==> config.mk <==
export PLATFORM = sky130hd
export DESIGN_NAME = cmd_assembler
export DESIGN_NICKNAME = d
export VERILOG_FILES = /design/src/rtl/cmd_assembler.sv
export SDC_FILE = /design/constraint.sdc
export NUM_CORES = 1
export LEC_CHECK = 0
export ABC_AREA = 1
export CAP_MARGIN = 20
export CORE_MARGIN = 8
export CORE_UTILIZATION = 48
export DETAILED_ROUTE_END_ITERATION = 8
export PLACE_DENSITY = 0.81
export SLEW_MARGIN = 5
export SYNTH_ARGS = -nofsm -noshare
export SYNTH_HDL_FRONTEND = slang
export SYNTH_SLANG_ARGS = --single-unit
export TNS_END_PERCENT = 20
==> constraint.sdc <==
create_clock -name clk -period 1.8 [get_ports clk]
set_input_delay 0.54 -clock clk [delete_from_list [all_inputs] [get_ports clk]]
set_output_delay 0.54 -clock clk [all_outputs]
set_load 0.005 [all_outputs]
==> src/rtl/cmd_assembler.sv <==
// -----------------------------------------------------------------------------
// cmd_assembler
//   Assembles 16-bit commands from pairs of bytes delivered by a UART receiver.
//   The first byte is the high byte, the second the low byte. A completed
//   command is held on cmd with cmd_rdy until the consumer acknowledges it.
//
//   State table:
//     state   | meaning
//     WAIT_HI | idle, next received byte is the high byte
//     WAIT_LO | high byte held, next received byte completes the command
//
// Ports:
//   clk          in   single clock, rising edge
//   rst          in   synchronous active-high reset
//   rx_rdy       in   byte valid from the UART receiver
//   rx_data[7:0] in   received byte, valid while rx_rdy=1
//   clr_rx_rdy   out  byte-consumed pulse, high in the capture cycle
//   cmd[15:0]    out  assembled command {high, low}
//   cmd_rdy      out  a complete command is held on cmd
//   clr_cmd_rdy  in   consumer acknowledge for cmd_rdy
//   overrun      out  sticky: command completed while previous was unacked
//   timeout      out  one-cycle pulse when a partial command is discarded
//
// Build option:
//   CMD_TIMEOUT_EN  when defined, a partial command is dropped after
//                   TO_CYCLES idle cycles in WAIT_LO. When undefined, no
//                   counter exists, timeout is 0 and WAIT_LO waits forever.
// -----------------------------------------------------------------------------
module cmd_assembler #(
    parameter logic [15:0] TO_CYCLES = 16'd52000
) (
    input  logic        clk,
    input  logic        rst,
    input  logic        rx_rdy,
    input  logic [7:0]  rx_data,
    output logic        clr_rx_rdy,
    output logic [15:0] cmd,
    output logic        cmd_rdy,
    input  logic        clr_cmd_rdy,
    output logic        overrun,
    output logic        timeout
);

    typedef enum logic {
        WAIT_HI = 1'b0,
        WAIT_LO = 1'b1
    } state_t;

    state_t      state_q, state_d;
    logic [7:0]  hi_q, hi_d;
    logic [15:0] cmd_q, cmd_d;
    logic        cmd_rdy_q, cmd_rdy_d;
    logic        overrun_q, overrun_d;
    logic        complete;
    logic        expire;

`ifdef CMD_TIMEOUT_EN
    logic [15:0] cnt_q, cnt_d;
    logic        timeout_q, timeout_d;

    // A byte arriving in the expiry cycle takes priority, hence the !rx_rdy.
    assign expire = (state_q == WAIT_LO) && !rx_rdy && (cnt_q == (TO_CYCLES - 16'd1));

    always_comb begin
        cnt_d     = cnt_q;
        timeout_d = expire;
        if (state_q == WAIT_HI) begin
            // Held at zero while idle so WAIT_LO is always entered with a clear count.
            cnt_d = 16'd0;
        end else if (!rx_rdy) begin
            cnt_d = expire ? 16'd0 : cnt_q + 16'd1;
        end
    end

    always_ff @(posedge clk) begin
        if (rst) begin
            cnt_q     <= 16'd0;
            timeout_q <= 1'b0;
        end else begin
            cnt_q     <= cnt_d;
            timeout_q <= timeout_d;
        end
    end

    assign timeout = timeout_q;
`else
    logic unused_to_cycles;

    assign unused_to_cycles = ^TO_CYCLES;
    assign expire           = 1'b0;
    assign timeout          = 1'b0;
`endif

    // State and datapath registers
    always_ff @(posedge clk) begin
        if (rst) begin
            state_q   <= WAIT_HI;
            hi_q      <= 8'h00;
            cmd_q     <= 16'h0000;
            cmd_rdy_q <= 1'b0;
            overrun_q <= 1'b0;
        end else begin
            state_q   <= state_d;
            hi_q      <= hi_d;
            cmd_q     <= cmd_d;
            cmd_rdy_q <= cmd_rdy_d;
            overrun_q <= overrun_d;
        end
    end

    // Next-state logic
    always_comb begin
        state_d = state_q;
        case (state_q)
            WAIT_HI: if (rx_rdy) state_d = WAIT_LO;
            WAIT_LO: if (rx_rdy || expire) state_d = WAIT_HI;
            default: state_d = WAIT_HI;
        endcase
    end

    // Output and datapath logic
    always_comb begin
        clr_rx_rdy = rx_rdy && !rst;
        complete   = rx_rdy && (state_q == WAIT_LO);

        hi_d      = hi_q;
        cmd_d     = cmd_q;
        cmd_rdy_d = cmd_rdy_q;
        overrun_d = overrun_q;

        if ((state_q == WAIT_HI) && rx_rdy) begin
            hi_d = rx_data;
        end else if (expire) begin
            hi_d = 8'h00;
        end

        // A completion beats an acknowledge in the same cycle; overrun only
        // when the previous command was still pending and not being acked.
        if (complete) begin
            cmd_d     = {hi_q, rx_data};
            cmd_rdy_d = 1'b1;
            if (cmd_rdy_q && !clr_cmd_rdy) begin
                overrun_d = 1'b1;
            end
        end else if (clr_cmd_rdy) begin
            cmd_rdy_d = 1'b0;
        end
    end

    assign cmd     = cmd_q;
    assign cmd_rdy = cmd_rdy_q;
    assign overrun = overrun_q;

endmodule

==> flow_summary.toml, run 1 <==
[status]
status = "completed"

[grt]
groute.usage.overall_pct = 11.4
grt_pass1_vias = 955
grt_first_pass_wirelength_um = 3890
grt_antenna_before_repair = 0
grt_use_met1_pct = 11.3
grt.met3_usage_pct = 3.58
gr-max-usage-layer = "met2"
grt_start_max_net_pins = 28
global_route.overflow_total = 0
grt.met2_usage_pct = 21.3

[timing]
crit_share_post_route_pct = 97.3
slew_viol_final = 0
finalWorstPathRequiredPeriod_ps = 1750
finalSetupViolCount = 0
fin_hold_ws_ps = 461
max_clock_freq_mhz = 571
clk_skew_ps = 13.6
worst_slack_ps = 49.3
report.final.hold_viol_count = 0

[cells_and_area]
instances_no_fill = 181
layout.cell_area.non_filler_um2 = 1390
antenna_cells_inserted = 0
final_nets = 168
drive_gt1_share_pct = 25.5
areaGrowthSynthToFinish_pct = 31.1

[placement]
post_dp_cell_area_um2 = 1360
io_buffers = 30
hpwl_detailed_um = 1640
preCtsSetupSlack_ps = -394
numPlacedInstances = 177
finalWeightedCongestion = 0.778

[floorplanning]
floorplan.io_pins = 32
fp.dieH_um = 63.0
die_w_um = 63.0
fp.coreArea_um2 = 2150
fp.dieArea_um2 = 3970
rows = 17
effective_utilization_at_floorplan_pct = 49.4

[route]
drt-wirelength-per-cell_um = 11.8
viasPerCell = 4.81
num_vias = 871
drt_iter0_markers = 20
drc_errors = 0
final_antenna_net_count = 0
wl_um = 2140
drt_first_pass_iters = 4

[clock_network]
cts_post_setup_buffers_inserted = 0
cts_made_buffers = 3
cts_tree = "yes"
cts.reportedPaths.clkPinSlew_ps = 150
cts_max_level = 1
cts.sinks = 27
ctsRootBufferMaster = "clkbuf_4"
ctsLongestPathBuffers = 2
cts_hold_buf = 0
clock_insertion_delay_worst_skew_ps = 330

[synthesis]
synth_largest_area_cell = "dfxtp_1"
yosysWarnings = 0
syn_area_um2 = 1060
netlist.area_leader.share_pct = 50.9
seq_area_frac_synth_pct = 50.9
netlist_top_cells_area = "dfxtp_1 (51%), nand2_1 (14%), a21oi_2 (8.2%)"
ys_ff_latch = 27
postSynthCellCount = 122
number_of_library_cell_types_mapped_by_synthesis = 17
synth.net_count = 136
postSynthAreaPerCell_um2 = 8.71

[power]
irDropWorstVdd_v = 0.000506
power_leakage_nw = 0.494
cellPowerDensity_nw_per_um2 = 759

[min_path]
worst_hold_path_type = "reg2reg"

[worst_setup_path]
worstPathMaxFanout = 2
worstSetupPathType = "in2out"
worst_ep_arrival_time_ps = 1210
cp-end-kind = "primary output"
start_kind = "input pin"
cp_data_required_time_ps = 1260

[run]
max_cap_violations = 0
-- layout by cell type, fill, tap and decap left out, types with 2 or more instances in the layout --
| master | count |
|---|---|
| clkbuf_4 | 3 |
| clkdlybuf4s50_1 | 28 |
| nor2_1 | 2 |
| dfxtp_1 | 19 |
| a21oi_1 | 16 |
| ha_1 | 2 |
| buf_4 | 5 |
| dfxtp_2 | 8 |
| nand2_2 | 9 |
| inv_1 | 4 |
| nand2_1 | 40 |
| a21oi_2 | 10 |
-- path summary, 6_finish.rpt --
kind	start	endpoint	slack, ps	depth (start not counted)
max reg2reg	state_q	cmd[11]	700	5
min	overrun	overrun	460	2
min reg2reg	overrun	overrun	460	2
max	rst	clr_rx_rdy	50	3
-- metrics by stage --
| stage | util, % | setup TNS (ps) | power, mW |
|---|---|---|---|
| 2_1_floorplan | - | 0 | 0.742 |
| 3_3_place_gp | 63.2 | -830 | 0.800 |
| 3_5_place_dp | 63.2 | -1510 | 0.805 |
| 4_1_cts | 64.4 | 0 | 1.06 |
| 5_1_grt | 64.8 | -2.37 | 1.11 |
| 6_report | 64.8 | 0 | 1.06 |
-- kinds of logic after synthesis --
| logic type | Yosys count | share of synthesized area, % |
|---|---|---|
| flops | 27 | 50.9 |
| simple gates | 52 | 20.6 |
| buf+inv | 14 | 10.0 |
| compound gates | 26 | 15.8 |
| other cells | 1 | 0.353 |
| fa+ha+maj | 2 | 2.36 |
-- Yosys cell counts --
cell,count
inv_8,1
ha_1,2
inv_1,4
dfxtp_1,27
a21oi_1,16
buf_6,1
nand3_1,1
buf_2,3
nand2_2,9
inv_2,1
buf_12,1
conb_1,1
nor2_1,2
buf_4,2
a21oi_2,10
nand2_1,40
buf_8,1
-- power breakdown --
part           switching [mW]  internal, mW  leakage [nW]  total (mW)
Sequential             0.0141         0.625         0.224       0.640
Clock                   0.183        0.0850        0.0139       0.268
Combinational          0.0737        0.0759         0.257       0.150
-- cell type report --
| type | count | area, um^2 |
|---|---|---|
| Clock buffer | 3 | 22.5 |
| Clock inverter | 1 | 7.51 |
| Fill cell | 192 | 756 |
| Inverter | 6 | 30.0 |
| Multi-Input combinational cell | 81 | 415 |
| Sequential cell | 27 | 551 |
| Tap cell | 28 | 35.0 |
| Timing Repair Buffer | 35 | 332 |
-- what timing repair did --
item,4_1_cts,5_1_grt
pin swaps,1,0
resized for setup,5,8
endpoints found under the setup margin,1,8
-- registers in the layout (all words and copies together) (netlist names) --
name / flops
cmd_rdy: 1
cmd: 16
hi_q: 8
state_q: 1
overrun: 1
-- worst max-delay path, stage by stage --
cell	delay, ps
clkdlybuf4s50_1	500
nor2_1	50
buf_2	120
-- routing by layer --
metal | up-vias | routed length [um]
li1 | 443 | -
met1 | 405 | 902
met2 | 19 | 1090
met3 | 4 | 125
met4 | 0 | 26
met5 | - | 0
Note: power is estimated with default switching activity, not from simulation.
==> inputs of run 2 (changes only) <==
--- a/config.mk
+++ b/config.mk
@@ -5,10 +5,9 @@
 export SDC_FILE = /design/constraint.sdc
 export NUM_CORES = 1
 export LEC_CHECK = 0
-export ABC_AREA = 1
 export CAP_MARGIN = 20
 export CORE_MARGIN = 8
-export CORE_UTILIZATION = 48
+export CORE_UTILIZATION = 47
 export DETAILED_ROUTE_END_ITERATION = 8
 export PLACE_DENSITY = 0.81
 export SLEW_MARGIN = 5
==> run 2 against run 1 <==
Net effect:
- clock power is 6% lower
- routed wire length is 7.1% lower
- hold slack better by 31 ps
- via count is 16% lower
- sequential cell count stayed put
- clock skew is 12 ps lower
- core utilization is 3.4 points higher
- total power is 1.2% lower
- synthesized cell count is 24% lower
- final cell count is 15% lower
- die area is 2.6% lower
- critical endpoint is now cmd[11]
- largest cell class unchanged
- largest power group unchanged
==> flow_summary.toml, run 2 <==
[synthesis]
synth_largest_area_cell = "dfxtp_1"
yosysWarnings = 0
netlist.area_leader.share_pct = 53.9
postSynthAreaPerCell_um2 = 10.8
postSynthCellCount = 93
ys_ff_latch = 27
edff_count_synth = 0
syn_area_um2 = 1000
seq_area_frac_synth_pct = 53.9
netlist_top_cells_area = "dfxtp_1 (54%), mux2i_1 (24%), nor2_1 (9.4%)"
ys.flop_type = "dfxtp_1"
synth.net_count = 107
synth.cells.most_frequent = "dfxtp_1 (27), nor2_1 (25), mux2i_1 (24)"
synth_async_sr_flop_share_pct = 0
number_of_library_cell_types_mapped_by_synthesis = 14
synthMostInstantiatedCell = "dfxtp_1"

[timing]
rsz0062_at_grt = "false"
finalSetupViolCount = 0
max_clock_freq_mhz = 578
slew_viol_final = 0
clk_skew_ps = 1.76
finalWorstPathRequiredPeriod_ps = 1730
fin_hold_ws_ps = 492
finalSetupTns_ps = 0
crit_share_post_route_pct = 96.2
report.final.hold_viol_count = 0

[floorplanning]
floorplan.io_pins = 32
fp.dieArea_um2 = 3870
fp.coreArea_um2 = 1980
rows = 16
effective_utilization_at_floorplan_pct = 50.6
die_w_um = 62.2
fp.dieH_um = 62.2

[worst_setup_path]
worstPathMaxFanout = 2
ff2ff_path_depth = 4
worstSetupPathType = "reg2out"
critPathTopFamily = "buffers and inverters"
regToRegEndpoint = "cmd[11]"
highest_delay_cell_along_the_critical_path = "clkdlybuf4s50_1"
setup_slack_reg_to_reg_ps = 690
worst_ep_arrival_time_ps = 1190
cp_data_required_time_ps = 1260
crit_chain = "clkdlybuf4s50_1"
cp-end-kind = "primary output"
crit_path_max_incr_delay_ps = 510
start_kind = "register"
cp_num_buf_inv = 1
worstReg2RegStart = "state_q"

[run]
max_cap_violations = 0

[min_path]
worst_hold_path_type = "reg2reg"
hp-start = "overrun"
hold_endpoint = "overrun"
min_delay_path_depth = 2

[cells_and_area]
layout.area.seq_um2 = 543
final.fill_count = 161
final_nets = 142
drive_gt1_share_pct = 11.0
largest_reg_flops = 16
area_of_the_multi_input_gates_um2 = 394
areaGrowthSynthToFinish_pct = 34.8
layout_commonest_cell = "clkdlybuf4s50_1"
layout.cells.most_common_list = "clkdlybuf4s50_1 (28), nor2_1 (25), dfxtp_1 (25)"
antenna_cells_inserted = 0

[clock_network]
cts.reportedPaths.clkPinSlew_ps = 140
cts_made_buffers = 3
cts_max_level = 1
cts_hold_buf = 0
cts.sinks = 27
cts_tree = "yes"
clock_insertion_delay_worst_skew_ps = 310
ctsRootBufferMaster = "clkbuf_4"
ctsLongestPathBuffers = 2

[placement]
hpwl_detailed_um = 1540
io_buffers = 30
finalWeightedCongestion = 0.712

[grt]
groute.usage.overall_pct = 10.3
grt_start_max_net_pins = 29
grt.met3_usage_pct = 4.48
grt.met2_usage_pct = 17.7
grt_use_met1_pct = 11.0
gr-max-usage-layer = "met2"
grt_first_pass_wirelength_um = 3400
grt_pass1_vias = 758
global_route.overflow_total = 0
grt_antenna_before_repair = 0

[route]
viasPerCell = 4.75
drt_iter0_markers = 9
drt_first_pass_iters = 3
wl_um = 1990
drt-wirelength-per-cell_um = 12.9
final_antenna_net_count = 0
drc_errors = 0
num_vias = 731

[power]
power_leakage_nw = 0.535
cellPowerDensity_nw_per_um2 = 772
irDropWorstVdd_v = 0.000553

[status]
status = "completed"
-- run 2: cell families (layout without fill, tap and decap cells) --
group | Yosys count | in the layout | synth area share (%)
multiplexers | 24 | 24 | 23.9
AND/OR/NAND/NOR | 28 | 28 | 11.2
AO/OA/AOI/OAI | 2 | 2 | 1.25
flip-flops | 27 | 27 | 53.9
buffers and inverters | 9 | 43 | 6.86
adder cells (fa/ha/maj) | 2 | 2 | 2.49
other | 1 | 1 | 0.374
-- run 2: report_power, final --
part           internal (mW)  switching (mW)
sequential             0.625          0.0144
clock                 0.0830           0.169
combinational         0.0907          0.0619
total                  0.799           0.245
-- run 2: how the worst max path moves through the flow --
stage,from,end,slack (ps),cells past startpoint
6_report,cmd[11],cmd[11],70,1
5_1_grt,cmd[3],cmd[3],2,1
4_1_cts,cmd[15],cmd[15],40,1
3_5_place_dp,rx_rdy,clr_rx_rdy,-410,3
3_3_place_gp,rx_rdy,clr_rx_rdy,-380,3
2_1_floorplan,rst,clr_rx_rdy,440,2
-- run 2: stage by stage --
step / utilization (%) / power (mW) / cell area, um^2 / instances / setup WS, ps
after floorplan: - / 0.739 / 1000 / 93 / 444
after global placement: 67.0 / 0.804 / 1330 / 150 / -383
after detailed placement: 67.0 / 0.809 / 1330 / 150 / -413
after CTS: 68.1 / 1.05 / 1350 / 154 / 40.3
after global routing: 68.2 / 1.10 / 1350 / 154 / 2.34
final: 68.2 / 1.04 / 1350 / 154 / 68.6
-- run 2: layer usage --
metal | vias to the layer above | share of wire, %
met5 | - | 0
met1 | 343 | 43
met4 | 0 | 0.60
met3 | 2 | 7.0
li1 | 367 | -
met2 | 19 | 49
-- run 2: layout make-up --
type	count	share of cell area, %
multi-input cells	57	29.1
flip-flops and latches	27	40.1
well taps	27	2.50
clock buffers	3	1.67
clock inverters	1	0.370
inverters	2	0.555
repair buffers	37	25.6
-- run 2: timing repair --
action                     in CTS  in global routing
setup buffers                   0                  0
resized for setup               5                  2
setup endpoints to repair       1                  2
